[config.mk]
export PLATFORM = sky130hd
export DESIGN_NAME = mem_port_arbiter_flat
export DESIGN_NICKNAME = d
export VERILOG_FILES = /design/src/rtl/mem_port_arbiter_pkg.sv /design/src/rtl/mem_port_arbiter_if.sv /design/src/rtl/mem_port_arbiter.sv /design/src/flat_wrapper.sv
export SDC_FILE = /design/constraint.sdc
export NUM_CORES = 1
export LEC_CHECK = 0
export BUFFER_PORTS_ARGS = -buffer_cell sky130_fd_sc_hd__buf_2
export CAP_MARGIN = 20
export CORE_UTILIZATION = 35
export DETAILED_ROUTE_END_ITERATION = 7
export GPL_ROUTABILITY_DRIVEN = 0
export PLACE_DENSITY_LB_ADDON = 0.1
export SYNTH_ARGS = -nofsm -noshare
export SYNTH_HDL_FRONTEND = slang
export SYNTH_SLANG_ARGS = --single-unit
export TNS_END_PERCENT = 1
[constraint.sdc]
create_clock -name clk -period 2.3 [get_ports clk]
set_clock_uncertainty 0.2 [all_clocks]
set_input_delay 0.46 -clock clk [delete_from_list [all_inputs] [get_ports clk]]
set_output_delay 0.46 -clock clk [all_outputs]
set_load 0.05 [all_outputs]
[src/rtl/mem_port_arbiter_pkg.sv]
// Shared encodings for the RAM port arbiter: CPU mode, FSM states, owner ids.
package mem_port_arbiter_pkg;

  // CPU mode as presented on cpustate; 2'b10 leaves the RAM without an owner
  typedef enum logic [1:0] {
    ST_IN    = 2'b00,
    ST_CHECK = 2'b01,
    ST_NONE  = 2'b10,
    ST_RUN   = 2'b11
  } cpustate_e;

  // Access sequencer: select in ACC, data returns in LAT
  typedef enum logic [1:0] {
    IDLE = 2'b00,
    ACC  = 2'b01,
    LAT  = 2'b10
  } fsm_e;

  // Who the in-flight access belongs to
  typedef enum logic [1:0] {
    NONE = 2'b00,
    CPU  = 2'b01,
    HOST = 2'b10
  } owner_e;

endpackage

[src/rtl/mem_port_arbiter_if.sv]
// Bus bundle between the arbiter, the CPU, the host loader and the RAM.
interface mem_port_arbiter_if #(
  parameter int AW = 8,
  parameter int DW = 8
);
  logic [1:0]    cpustate;
  logic          cpu_read;
  logic          cpu_write;
  logic [AW-1:0] cpu_addr;
  logic [DW-1:0] cpu_wdata;
  logic [DW-1:0] cpu_rdata;
  logic          cpu_ack;
  logic          cpu_stall;
  logic          host_req;
  logic [DW-1:0] host_wdata;
  logic          host_ptr_clr;
  logic [AW-1:0] host_ptr;
  logic [DW-1:0] host_rdata;
  logic          host_ack;
  logic          mem_cs;
  logic          mem_we;
  logic [AW-1:0] mem_addr;
  logic [DW-1:0] mem_din;
  logic [DW-1:0] mem_dout;

  // Arbiter side
  modport slave (
    input  cpustate, cpu_read, cpu_write, cpu_addr, cpu_wdata,
    input  host_req, host_wdata, host_ptr_clr, mem_dout,
    output cpu_rdata, cpu_ack, cpu_stall, host_ptr, host_rdata, host_ack,
    output mem_cs, mem_we, mem_addr, mem_din
  );

  // CPU / host / RAM side
  modport master (
    output cpustate, cpu_read, cpu_write, cpu_addr, cpu_wdata,
    output host_req, host_wdata, host_ptr_clr, mem_dout,
    input  cpu_rdata, cpu_ack, cpu_stall, host_ptr, host_rdata, host_ack,
    input  mem_cs, mem_we, mem_addr, mem_din
  );

endinterface

[src/rtl/mem_port_arbiter.sv]
// Single-port RAM arbiter between CPU (RUN) and front-panel host (IN/CHECK).
// Each access: accept in IDLE, select in ACC, capture in LAT, ack next cycle.
module mem_port_arbiter
  import mem_port_arbiter_pkg::*;
#(
  parameter int AW = 8,
  parameter int DW = 8
) (
  input logic              clk,
  input logic              rst,
  mem_port_arbiter_if.slave bus
);

  fsm_e          state_q, state_d;
  owner_e        owner_q, owner_d;
  logic          wr_q, wr_d;
  logic          cs_q, cs_d;
  logic          we_q, we_d;
  logic [AW-1:0] addr_q, addr_d;
  logic [DW-1:0] din_q, din_d;
  logic          cpu_ack_q, cpu_ack_d;
  logic          host_ack_q, host_ack_d;
  logic [DW-1:0] cpu_rdata_q, cpu_rdata_d;
  logic [DW-1:0] host_rdata_q, host_rdata_d;
  logic [AW-1:0] ptr_q, ptr_d;
  logic          accept;

  // State and output registers; reset aborts any access and drops the RAM strobe at once
  always_ff @(posedge clk or negedge rst) begin
    if (!rst) begin
      state_q      <= IDLE;
      owner_q      <= NONE;
      wr_q         <= 1'b0;
      cs_q         <= 1'b0;
      we_q         <= 1'b0;
      addr_q       <= '0;
      din_q        <= '0;
      cpu_ack_q    <= 1'b0;
      host_ack_q   <= 1'b0;
      cpu_rdata_q  <= '0;
      host_rdata_q <= '0;
      ptr_q        <= '0;
    end else begin
      state_q      <= state_d;
      owner_q      <= owner_d;
      wr_q         <= wr_d;
      cs_q         <= cs_d;
      we_q         <= we_d;
      addr_q       <= addr_d;
      din_q        <= din_d;
      cpu_ack_q    <= cpu_ack_d;
      host_ack_q   <= host_ack_d;
      cpu_rdata_q  <= cpu_rdata_d;
      host_rdata_q <= host_rdata_d;
      ptr_q        <= ptr_d;
    end
  end

  // Next-state: owner decode and accept in IDLE, strobe in ACC, capture and ack in LAT
  always_comb begin
    state_d      = state_q;
    owner_d      = owner_q;
    wr_d         = wr_q;
    cs_d         = 1'b0;
    we_d         = 1'b0;
    addr_d       = addr_q;
    din_d        = din_q;
    cpu_ack_d    = 1'b0;
    host_ack_d   = 1'b0;
    cpu_rdata_d  = cpu_rdata_q;
    host_rdata_d = host_rdata_q;
    accept       = 1'b0;

    case (state_q)
      IDLE: begin
        // A request still held during its own ack cycle is not taken again
        case (cpustate_e'(bus.cpustate))
          ST_RUN: if ((bus.cpu_read || bus.cpu_write) && !cpu_ack_q) begin
            accept  = 1'b1;
            owner_d = CPU;
            wr_d    = bus.cpu_write;
            addr_d  = bus.cpu_addr;
            din_d   = bus.cpu_wdata;
          end
          ST_IN: if (bus.host_req && !host_ack_q) begin
            accept  = 1'b1;
            owner_d = HOST;
            wr_d    = 1'b1;
            addr_d  = ptr_q;
            din_d   = bus.host_wdata;
          end
          ST_CHECK: if (bus.host_req && !host_ack_q) begin
            accept  = 1'b1;
            owner_d = HOST;
            wr_d    = 1'b0;
            addr_d  = ptr_q;
            din_d   = bus.host_wdata;
          end
          default: ;
        endcase
        if (accept) begin
          cs_d    = 1'b1;
          we_d    = wr_d;
          state_d = ACC;
        end
      end
      ACC: state_d = LAT;
      LAT: begin
        // Completion goes to the latched owner even if cpustate moved meanwhile
        if (owner_q == CPU) begin
          cpu_ack_d = 1'b1;
          if (!wr_q) cpu_rdata_d = bus.mem_dout;
        end else if (owner_q == HOST) begin
          host_ack_d = 1'b1;
          if (!wr_q) host_rdata_d = bus.mem_dout;
        end
        state_d = IDLE;
      end
      default: state_d = IDLE;
    endcase
  end

  // Host address pointer: clear beats the post-ack increment, wraps naturally
  always_comb begin
    ptr_d = ptr_q;
    if (bus.host_ptr_clr)  ptr_d = '0;
    else if (host_ack_q)   ptr_d = ptr_q + AW'(1);
  end

  assign bus.mem_cs     = cs_q;
  assign bus.mem_we     = we_q;
  assign bus.mem_addr   = addr_q;
  assign bus.mem_din    = din_q;
  assign bus.cpu_ack    = cpu_ack_q;
  assign bus.host_ack   = host_ack_q;
  assign bus.cpu_rdata  = cpu_rdata_q;
  assign bus.host_rdata = host_rdata_q;
  assign bus.host_ptr   = ptr_q;
  assign bus.cpu_stall  = (bus.cpu_read | bus.cpu_write) & ~cpu_ack_q;

endmodule

[src/flat_wrapper.sv]
// flat-port wrapper written by rule: the top's interface ports become plain ports
module mem_port_arbiter_flat import mem_port_arbiter_pkg::*;
#(
  parameter int AW = 8,
  parameter int DW = 8
)
  (clk, rst, bus_cpustate, bus_cpu_read, bus_cpu_write, bus_cpu_addr, bus_cpu_wdata, bus_host_req, bus_host_wdata, bus_host_ptr_clr, bus_mem_dout, bus_cpu_rdata, bus_cpu_ack, bus_cpu_stall, bus_host_ptr, bus_host_rdata, bus_host_ack, bus_mem_cs, bus_mem_we, bus_mem_addr, bus_mem_din);
  mem_port_arbiter_if #(.AW(AW), .DW(DW)) bus_i ();
  input logic clk;
  input logic rst;
  input wire logic [$bits(bus_i.cpustate)-1:0] bus_cpustate;
  input wire logic [$bits(bus_i.cpu_read)-1:0] bus_cpu_read;
  input wire logic [$bits(bus_i.cpu_write)-1:0] bus_cpu_write;
  input wire logic [$bits(bus_i.cpu_addr)-1:0] bus_cpu_addr;
  input wire logic [$bits(bus_i.cpu_wdata)-1:0] bus_cpu_wdata;
  input wire logic [$bits(bus_i.host_req)-1:0] bus_host_req;
  input wire logic [$bits(bus_i.host_wdata)-1:0] bus_host_wdata;
  input wire logic [$bits(bus_i.host_ptr_clr)-1:0] bus_host_ptr_clr;
  input wire logic [$bits(bus_i.mem_dout)-1:0] bus_mem_dout;
  output wire logic [$bits(bus_i.cpu_rdata)-1:0] bus_cpu_rdata;
  output wire logic [$bits(bus_i.cpu_ack)-1:0] bus_cpu_ack;
  output wire logic [$bits(bus_i.cpu_stall)-1:0] bus_cpu_stall;
  output wire logic [$bits(bus_i.host_ptr)-1:0] bus_host_ptr;
  output wire logic [$bits(bus_i.host_rdata)-1:0] bus_host_rdata;
  output wire logic [$bits(bus_i.host_ack)-1:0] bus_host_ack;
  output wire logic [$bits(bus_i.mem_cs)-1:0] bus_mem_cs;
  output wire logic [$bits(bus_i.mem_we)-1:0] bus_mem_we;
  output wire logic [$bits(bus_i.mem_addr)-1:0] bus_mem_addr;
  output wire logic [$bits(bus_i.mem_din)-1:0] bus_mem_din;
  assign bus_i.cpustate = bus_cpustate;
  assign bus_i.cpu_read = bus_cpu_read;
  assign bus_i.cpu_write = bus_cpu_write;
  assign bus_i.cpu_addr = bus_cpu_addr;
  assign bus_i.cpu_wdata = bus_cpu_wdata;
  assign bus_i.host_req = bus_host_req;
  assign bus_i.host_wdata = bus_host_wdata;
  assign bus_i.host_ptr_clr = bus_host_ptr_clr;
  assign bus_i.mem_dout = bus_mem_dout;
  assign bus_cpu_rdata = bus_i.cpu_rdata;
  assign bus_cpu_ack = bus_i.cpu_ack;
  assign bus_cpu_stall = bus_i.cpu_stall;
  assign bus_host_ptr = bus_i.host_ptr;
  assign bus_host_rdata = bus_i.host_rdata;
  assign bus_host_ack = bus_i.host_ack;
  assign bus_mem_cs = bus_i.mem_cs;
  assign bus_mem_we = bus_i.mem_we;
  assign bus_mem_addr = bus_i.mem_addr;
  assign bus_mem_din = bus_i.mem_din;
  mem_port_arbiter #(.AW(AW), .DW(DW)) u_core (.clk(clk), .rst(rst), .bus(bus_i));
endmodule
== Yosys cells after proc, flatten, opt, wreduce, memory -nomap -nowiden ==
Cells that the tools add are included.

* Register bits: 49
* Input port bits: 40
* Word-level logic and storage cells: 70

* Add/subtract/negate cells: 1
* Equality and inequality tests: 9
* Mux-type cells: 30
* Bitwise gates (word level): 5
* Reduce and logical (&&, ||, !) cells: 13

{| class="wikitable"
|+ Operators by type and width
! operator !! number
|-
| two-way mux 8 bit || 6
|-
| one-hot mux 8 bit (2 select lines) || 2
|-
| two-way mux 1 bit || 15
|-
| adder 8 x 1 -> 8 bit (second input constant) || 1
|-
| one-hot mux 2 bit (2 select lines) || 2
|-
| AND reduction 4 bit || 2
|-
| equality test 2 x 1 -> 1 bit (second input constant) || 3
|-
| equality test 2 bit (second input constant) || 3
|-
| two-way mux 2 bit || 3
|-
| != test 2 x 1 -> 1 bit (second input constant) || 3
|-
| zero test 2 bit || 2
|-
| nonzero test 2 bit || 2
|-
| inverter 1 bit || 3
|-
| one-hot mux 1 bit (3 select lines) || 1
|-
| AND reduction 3 bit || 1
|-
| logical AND 1 bit || 2
|-
| zero test 1 bit || 2
|-
| one-hot mux 1 bit (2 select lines) || 1
|-
| OR reduction 2 bit || 1
|-
| bitwise AND 1 bit || 1
|-
| logical OR 1 bit || 1
|-
| OR 1 bit || 1
|}

== Longest topological paths before layout ==
Gate-level depths: netlist (run 1).

* Depth after elaboration: 7
* Mapped depth: 6

== Worst setup path after synthesis (run 1) ==
OpenSTA, ideal clock, no wires.

* Path kind: reg2reg
* Start: reg u_core.cpu_ack_q (netlist: u_core.bus.cpu_ack)
* End: reg u_core.addr_q[4] (netlist: u_core.bus.mem_addr[4])
* Setup time: 125 ps
* Data arrival time: 1826 ps
* Data required time: 1975 ps
* Path slack: 149 ps
* Cell stages (with the launch flop): 6
* Path through: dfrtp_1 -> o21ba_2 -> a22o_1 -> buf_6 -> buf_12 -> mux2_4

* Word-level cells in the longest chain between the ends: 4

{| class="wikitable"
|+ RTL lines
! what !! line !! text
|-
| start, declared || mem_port_arbiter.sv:21 || <nowiki>logic cpu_ack_q, cpu_ack_d;</nowiki>
|-
| start signal, assigned || mem_port_arbiter.sv:51 || <nowiki>cpu_ack_q <= cpu_ack_d;</nowiki>
|-
| zero test 1 bit || mem_port_arbiter.sv:78 || <nowiki>ST_RUN: if ((bus.cpu_read || bus.cpu_write) && !cpu_ack_q) begin</nowiki>
|-
| logical AND 1 bit || mem_port_arbiter.sv:78 ||
|-
| != test 2 x 1 -> 1 bit (no line) || n/a ||
|-
| AND reduction 4 bit (no line) || n/a ||
|-
| end signal, assigned || mem_port_arbiter.sv:49 || <nowiki>addr_q <= addr_d;</nowiki>
|-
| end, declared || mem_port_arbiter.sv:19 || <nowiki>logic [AW-1:0] addr_q, addr_d;</nowiki>
|}

Every way passes these cells.
A chain may end at the register's enable or synchronous reset.

== Worst setup path in the final report (run 1) ==
* Start: reg u_core.cpu_ack_q (netlist: u_core.bus.cpu_ack)
* End: out bus_cpu_stall

* Word-level cells in the longest chain between the ends: 2

{| class="wikitable"
|+ RTL lines
! what !! line !! text
|-
| inverter 1 bit || mem_port_arbiter.sv:139 || <nowiki>assign bus.cpu_stall = (bus.cpu_read | bus.cpu_write) & ~cpu_ack_q;</nowiki>
|-
| bitwise AND 1 bit || mem_port_arbiter.sv:139 ||
|-
| end, declared || flat_wrapper.sv:22 || <nowiki>output wire logic [$bits(bus_i.cpu_stall)-1:0] bus_cpu_stall;</nowiki>
|}

Every way passes these cells.

==> impl_metrics.ini, run 1 <==
[placed_design]
place_ws_ps = 323
portBuffers = 84
dpl_cell_area_um2 = 2730
numPlacedInstances = 311
dp_hpwl_um = 3240

[route]
ant_nets = 0
post_drt_wl_per_cell_um = 13.6
dr.pass1.iters = 4
drt_iter0_markers = 65
vias = 1502
vias_per_cell = 4.69
drc = 0
finalWirelength_um = 4350

[floorplan]
row_count = 28
core_area_um2 = 6030
die_x_um = 81.5
die_y_um = 81.5
die_area_um2 = 6640
start_util_pct = 36.7
io_pins = 85

[synth]
synth_top_family_by_area = multiplexers
synth.distinct_cells = 35
synthXorXnorAreaFrac_pct = 1.58
syn_inst = 153
avgSynthCellArea_um2 = 14.5
async_flop_share_pct = 100
yosys.area_share.simple_pct = 9.05
synth_edf_count = 0
synthAdderAreaFrac_pct = 0.566
synth_warnings = 0
syn_nets = 194
ys_ff_latch = 49
synthMuxAreaShare_pct = 26.8
synth_compound_area_share_pct = 3.79
ys_seq_area_share_pct = 55.4
yosys_most_used_dff = dfrtp_1
synth.cell_area_um2 = 2210

[sta]
slew_headroom_pct = 63.8
hold-worst-slack_ps = 210
finalSetupViolCount = 0
setup_ws_ps = 402
tns_ps = 0
fin_crit_sh_pct = 82.5
rsz0062_at_grt = no
min_period_ps = 1900
fmax_ghz = 0.527
hold_violations = 0
maxSlewViolCount = 0
worst_pin_slew_ps = 537

[run]
maxCapViolCount = 0

[cells_and_area]
fin_nets = 285
fin_area_um2 = 2840
antenna_cells = 0
drive_above_1_share_pct = 62.0
syn2layout_area_growth_pct = 28.2
fin_cells = 320
final_util_pct = 47.1

[global_route]
grt_pass1_wl_um = 6760
track_usage_pct = 13.8
antenna_found_initial = 0
overflow = 0
grt_pass1_vias = 1394
grt_max_degree = 24

[setup_path]
path_delay_family = flip-flops
crit_type = reg -> out
path_cells = o21ba_2 -> buf_2
endpoint_kind = output pin
arrival_ps = 1240
crit_path_max_fanout = 4
path_buf_inv = 1
start_kind = flop
cp_slowest_stage_delay_ps = 400
cpMaxStageDelayCell = dfrtp_1
crit_required_ps = 1640

[outcome]
outcome = finished clean

[clock_tree]
root_buffer = clkbuf_8
clk_latency_ps = 290
clockBufferDepth = 2
path_clk_slew_ps = 80
cts_tree = done
postCtsHoldBufs = 1
cts-htree-levels = 2
post-cts-setup-buffers = 0
post_cts_resized = 0
numCtsBuffers = 5
cts.sinks = 49

[power_and_ir_drop]
peakVddDrop_uv = 738
power_density_nw_per_um2 = 1270
leakage_nw = 1.40
total_power_mw = 3.60

[min_path]
hp-class = in -> reg
-- layout make-up --
| cell class | count | area [um2] |
|---|---|---|
| fillers | 570 | 3190 |
| flip-flops and latches | 49 | 1230 |
| multi-input cells | 95 | 923 |
| repair buffers | 90 | 480 |
| clock buffers | 7 | 96.3 |
| well taps | 75 | 93.8 |
| inverters | 3 | 11.3 |
| clock inverters | 1 | 5.00 |
-- cell usage in the layout, fill, tap and decap left out --
master         netlist  layout
nor4bb_4             1       1
xnor2_1              1       1
o21ba_2              1       1
nand3_1              1       1
dlygate4sd3_1        0       1
mux2i_1              1       1
inv_1                3       3
buf_12               1       1
nor2_1               7       7
o21ai_0              2       2
nor3b_2              2       2
o41ai_1              1       1
ha_1                 1       1
nand3_2              1       1
nor4bb_1             1       1
dfrtp_1             49      49
a21oi_1              3       3
and2_1               2       2
mux2_4               8       8
a22o_1               2       2
buf_4                1       4
nand3b_2             1       1
nand4_1              3       3
clkinv_2             0       1
xor2_1               3       3
nor4b_1              1       1
nand4b_1             1       1
clkbuf_8             0       7
o21a_1               1       1
or4_1                2       2
nor2b_1              1       1
buf_2                1      84
nand2_1              3       3
or3_1                1       1
o31ai_1              2       2
mux2_2              41      41
-- state kept, by name, indices dropped and copies added (netlist names) --
| name | cells |
|---|---|
| u_core.bus.host_rdata | 8 |
| u_core.bus.mem_we | 1 |
| u_core.bus.host_ptr | 8 |
| u_core.owner_q | 2 |
| u_core.bus.host_ack | 1 |
| u_core.bus.cpu_rdata | 8 |
| u_core.wr_q | 1 |
| u_core.state_q | 2 |
| u_core.bus.mem_cs | 1 |
| u_core.bus.mem_din | 8 |
| u_core.bus.cpu_ack | 1 |
| u_core.bus.mem_addr | 8 |
-- worst reg2reg max path: cells and delay by family, from the launching register on --
| family | cells | cell delay [ps] |
|---|---|---|
| DFF | 1 | 460 |
| buffers and inverters | 1 | 180 |
| AOI/OAI and AO/OA | 1 | 220 |
| muxes | 1 | 350 |
| and+or+nand+nor | 1 | 350 |
-- synthesized netlist by cell type, types with 2 or more instances --
master	n	area share, %
xor2_1	3	1.2
a22o_1	2	0.79
mux2_2	41	21
o21ai_0	2	0.45
mux2_4	8	5.4
dfrtp_1	49	55
o31ai_1	2	0.68
clkbuf_1	2	0.34
or4_1	2	0.68
nand4_1	3	0.85
nor2_1	7	1.2
and2_1	2	0.57
inv_1	3	0.51
a21oi_1	3	0.68
nand2_1	3	0.51
nor3b_2	2	1.1
-- metal layers --
metal / GRT usage [%] / routed length, um
met3: 3.44 / 287
met4: 5.89 / 54
met5: 0 / 0
met1: 19.4 / 2140
met2: 20.0 / 1870
-- where the power goes --
group          switching, mW  total (mW)  internal, mW
clock                  0.266       0.538         0.272
sequential             0.159        1.31          1.15
combinational           1.23        1.76         0.526
-- kinds of logic (layout without fill, tap and decap cells) --
family | after synthesis | after routing
multiplexers | 50 | 50
flip-flops | 49 | 49
AND/OR/NAND/NOR | 28 | 28
AO/OA/AOI/OAI | 12 | 12
buffers and inverters | 9 | 101
XOR/XNOR | 4 | 4
adder cells (fa/ha/maj) | 1 | 1
-- path summary, 6_finish.rpt --
check | from | end | slack [ps] | cells past startpoint
max in group asynchronous | rst | u_core.bus.host_rdata[3] | 840 | 3
min | bus_mem_dout[0] | u_core.bus.cpu_rdata[0] | 210 | 2
max | u_core.bus.cpu_ack | bus_cpu_stall | 400 | 2
min reg2reg | u_core.owner_q[0] | u_core.bus.host_ack | 290 | 1
min in group asynchronous | rst | u_core.bus.mem_cs | 470 | 2
max reg2reg | u_core.state_q[1] | u_core.bus.mem_addr[1] | 440 | 4
No activity file was read; power rests on OpenSTA's default activity.
==> inputs of run 2 (changes only) <==
==> constraint.sdc (replaced) <==
create_clock -name clk -period 1.55 [get_ports clk]
set_clock_uncertainty 0.2 [all_clocks]
set_input_delay 0.31 -clock clk [delete_from_list [all_inputs] [get_ports clk]]
set_output_delay 0.31 -clock clk [all_outputs]
set_load 0.05 [all_outputs]
==> impl_metrics.ini, run 2 (synthesized netlist as in run 1, its figures left out) <==
[setup_path]
path_buf_inv = 1
crit_required_ps = 1530
start_kind = flop
rrSetupSlack_ps = -210
r2r-end = u_core.bus.mem_addr[1]
arrival_ps = 1750
cpMaxStageDelayCell = dfrtp_1
rr_worst_depth = 4
crit_path_max_fanout = 5
cp_slowest_stage_delay_ps = 430
r2r-start = u_core.state_q[1]
path_delay_family = flip-flops
path_cells = nor4bb_4 -> a22o_4 -> clkbuf_16 -> mux2_4
crit_type = reg -> reg
endpoint_kind = flop

[cells_and_area]
syn2layout_area_growth_pct = 47.3
fin_area_um2 = 3260
final_cell_mix = buf_2, dfrtp_1, mux2_2, buf_4, mux2_4
antenna_cells = 0
drive_above_1_share_pct = 67.8
mostFrequentLayoutCell = buf_2
fin_nets = 313

[sta]
maxSlewViolCount = 0
setup_ws_ps = -213
fmax_ghz = 0.567
hold_violations = 0
min_period_ps = 1760
finalSetupViolCount = 34
worst_pin_slew_ps = 430
slew_headroom_pct = 71.3
fin_crit_sh_pct = 114
rsz0062_at_grt = yes
tns_ps = -5380

[min_path]
hold_end = u_core.bus.cpu_rdata[0]
whs_path_depth = 2
hold_start = bus_mem_dout[0]
hp-class = in -> reg

[global_route]
grt_pass1_vias = 1616
grt_pass1_wl_um = 7890
overflow = 0
antenna_found_initial = 0
track_usage_pct = 15.9
grt_max_degree = 21

[power_and_ir_drop]
peakVddDrop_uv = 1160
total_power_mw = 5.59
leakage_nw = 1.61
power_density_nw_per_um2 = 1710

[floorplan]
die_y_um = 81.5
die_area_um2 = 6640
core_area_um2 = 6030
die_x_um = 81.5
io_pins = 85
start_util_pct = 36.7
row_count = 28

[clock_tree]
root_buffer = clkbuf_8
cts.sinks = 49
numCtsBuffers = 5
path_clk_slew_ps = 80
clockBufferDepth = 2
cts_tree = done
clk_latency_ps = 290
cts-htree-levels = 2

[route]
vias_per_cell = 4.72
post_drt_wl_per_cell_um = 14.4
drt_iter0_markers = 40
dr.pass1.iters = 4
finalWirelength_um = 5020
ant_nets = 0
drc = 0
vias = 1641

[outcome]
outcome = complete, but fails checks
failed_checks = negative setup slack

[placed_design]
portBuffers = 84
dpl_cell_area_um2 = 2920
dp_hpwl_um = 3550

[run]
maxCapViolCount = 0
-- run 2: changes by cell type in the layout (fill, tap and decap cells not counted), moves of 3 or more --
cell,change
buf_12,+3
buf_2,-10
buf_4,+21
buf_6,+9
clkbuf_1,+3
dfrtp_1,-3
dfrtp_2,+3
mux2_2,-9
mux2_4,+9
-- run 2: timing repair --
| item | in CTS | in global routing |
|---|---|---|
| endpoints found under the setup margin | 43 | 46 |
| cloned | 1 | 1 |
| pin swaps | 4 | 7 |
| gates resized for setup | 25 | 21 |
| hold buffers | 1 | 0 |
| hold endpoints to repair | 13 | 0 |
| setup buffers | 3 | 1 |
-- run 2: worst max-delay path by stage --
stage                       startpoint                     end  slack [ps]  cells after the start
floorplan           u_core.bus.cpu_ack  u_core.bus.mem_addr[4]        -390                      5
global placement       bus_cpustate[1]  u_core.bus.mem_addr[3]        -230                      5
detailed placement     bus_cpustate[1]  u_core.bus.mem_addr[1]        -260                      5
CTS                  u_core.state_q[0]   u_core.bus.mem_din[1]        -210                      4
global route         u_core.state_q[1]  u_core.bus.mem_addr[0]        -280                      4
finish               u_core.state_q[1]  u_core.bus.mem_addr[1]        -210                      4
-- run 2: power breakdown --
part           switching, mW  internal (mW)  total (mW)
combinational           1.91           1.01        2.92
clock                  0.390          0.321       0.711
sequential             0.249           1.71        1.96
total                   2.55           3.04        5.59
-- run 2: cell type report --
cell class / instances / area, um2
fillers: 554 / 2770
flip-flops and latches: 49 / 1230
multi-input cells: 95 / 1000
repair buffers: 118 / 840
well taps: 75 / 93.8
clock buffers: 8 / 80.1
inverters: 3 / 11.3
-- run 2: per-layer routing --
layer / up-vias / part of all wire, % / GRT usage (%)
met5: - / 0 / 0
met4: 0 / 1.4 / 5.89
met2: 58 / 43 / 23.1
met3: 8 / 5.5 / 3.56
met1: 785 / 50 / 23.0
li1: 790 / - / -
-- run 2: worst register-to-register path, stage by stage (launching register included) --
cell	delay (ps)
dfrtp_1	430
nor4bb_4	330
a22o_4	230
clkbuf_16	170
mux2_4	300
-- run 2: stage by stage --
| step | hold WS [ps] | worst slack, ps | utilization [%] | instances |
|---|---|---|---|---|
| finish | 53.4 | -213 | 54.1 | 348 |
| global route | 46.3 | -278 | 54.1 | 348 |
| CTS | 39.9 | -210 | 52.3 | 346 |
| detailed placement | 73.9 | -263 | 48.5 | 333 |
| global placement | 74.7 | -235 | 48.5 | 333 |
| floorplan | -186 | -388 | - | 153 |
==> inputs of run 3 (changes only) <==
--- a/config.mk
+++ b/config.mk
@@ -7,10 +7,9 @@
 export LEC_CHECK = 0
 export BUFFER_PORTS_ARGS = -buffer_cell sky130_fd_sc_hd__buf_2
 export CAP_MARGIN = 20
-export CORE_UTILIZATION = 35
+export CORE_UTILIZATION = 23
 export DETAILED_ROUTE_END_ITERATION = 7
 export GPL_ROUTABILITY_DRIVEN = 0
-export PLACE_DENSITY_LB_ADDON = 0.1
 export SYNTH_ARGS = -nofsm -noshare
 export SYNTH_HDL_FRONTEND = slang
 export SYNTH_SLANG_ARGS = --single-unit
==> impl_metrics.ini, run 3 (synthesized netlist as in run 1, its figures left out) <==
[global_route]
antenna_found_initial = 0
overflow = 0
grt_pass1_wl_um = 8180
grt_pass1_vias = 1647
grt_max_degree = 50
track_usage_pct = 10.6

[power_and_ir_drop]
power_density_nw_per_um2 = 1720
peakVddDrop_uv = 534
leakage_nw = 1.55

[route]
dr.pass1.iters = 3
post_drt_wl_per_cell_um = 13.0
drc = 0
finalWirelength_um = 5130
vias = 1632
drt_iter0_markers = 26
vias_per_cell = 4.12
ant_nets = 0

[clock_tree]
cts-htree-levels = 2
root_buffer = clkbuf_8
cts_tree = done
numCtsBuffers = 5
path_clk_slew_ps = 100
clockBufferDepth = 2
clk_latency_ps = 300
cts.sinks = 49

[setup_path]
cp_slowest_stage_delay_ps = 450
path_buf_inv = 1
rrSetupSlack_ps = -190
endpoint_kind = flop
crit_required_ps = 1530
crit_type = reg -> reg
path_cells = nor4bb_4 -> a22o_4 -> buf_6 -> mux2_4
start_kind = flop
arrival_ps = 1720
crit_path_max_fanout = 5
path_delay_family = flip-flops
cpMaxStageDelayCell = dfrtp_1

[sta]
maxSlewViolCount = 0
min_period_ps = 1740
finalSetupViolCount = 34
hold_violations = 0
fin_crit_sh_pct = 112
rsz0062_at_grt = yes
hold-worst-slack_ps = 49.3
fmax_ghz = 0.575
setup_ws_ps = -189
worst_pin_slew_ps = 381
slew_headroom_pct = 74.5

[placed_design]
dp_hpwl_um = 3770
dpl_cell_area_um2 = 2940
portBuffers = 84
place_ws_ps = -283

[floorplan]
die_area_um2 = 10000
die_x_um = 100
core_area_um2 = 9280
start_util_pct = 23.8
row_count = 35
die_y_um = 100
io_pins = 85

[outcome]
outcome = complete, but fails checks
failed_checks = negative setup slack

[cells_and_area]
drive_above_1_share_pct = 67.0
final_cell_mix = buf_2, dfrtp_1, mux2_2, buf_4, buf_6
fillCellCount = 930
antenna_cells = 0
multiInputGateArea_um2 = 977
fin_nets = 307
regArea_um2 = 1230
fin_area_um2 = 3210
syn2layout_area_growth_pct = 45.1
mostFrequentLayoutCell = buf_2

[run]
maxCapViolCount = 0

[min_path]
hp-class = in -> reg
[run 3: changes by cell type in the layout (fill, tap and decap cells not counted), sizes merged]
cell	change
clkinvlp	+1
clkbuf	-3
buf	-6
inv	+1
clkinv	+1
[run 3: metal layers]
layer	global-route usage (%)	share of wire, %
met1	14.8	47
met2	17.0	48
met3	1.46	3.2
met4	3.46	1.4
met5	0	0
[run 3: what timing repair did]
item / CTS / global route
cloned: 2 / 0
resized for setup: 29 / 12
setup endpoints to repair: 44 / 47
endpoints found under the hold margin: 49 / 0
hold buffers: 1 / 0
pin swaps: 1 / 4
buffers inserted: 1 / 0
[run 3: area by class of cell]
class / count / area share (%)
well taps: 129 / 5.03
flip-flops and latches: 49 / 38.3
inverters: 3 / 0.351
clock inverters: 3 / 0.663
clock buffers: 5 / 2.14
multi-input cells: 95 / 30.4
repair buffers: 112 / 23.1
[run 3: worst register-to-register path, stage by stage (launching register included)]
cell      delay [ps]
dfrtp_1          450
nor4bb_4         320
a22o_4           200
buf_6            150
mux2_4           300
[run 3: path summary, 6_finish.rpt]
check                      depth (start not counted)                     from                       end
max in group asynchronous                          3                      rst  u_core.bus.host_rdata[6]
min reg2reg                                        1  u_core.bus.cpu_rdata[5]   u_core.bus.cpu_rdata[5]
max reg2reg                                        4        u_core.state_q[0]     u_core.bus.mem_din[0]
min                                                2          bus_mem_dout[2]   u_core.bus.cpu_rdata[2]
min in group asynchronous                          3                      rst  u_core.bus.host_rdata[4]
max                                                4        u_core.state_q[0]     u_core.bus.mem_din[0]
[run 3: power breakdown]
group | total (mW) | leakage [nW] | internal, mW | switching (mW)
clock | 0.763 | 0.0445 | 0.321 | 0.442
combinational | 2.80 | 0.900 | 0.915 | 1.88
sequential | 1.95 | 0.608 | 1.71 | 0.241
total | 5.51 | 1.55 | 2.94 | 2.57
[run 3: stage by stage]
step	std cells	utilization, %	power, mW	TNS (ps)
CTS	396	34.0	5.56	-6760
detailed placement	384	31.7	4.66	-6430
global placement	384	31.7	4.62	-5430
floorplan	153	-	4.00	-6700
global route	396	34.6	5.82	-8380
finish	396	34.6	5.51	-5490
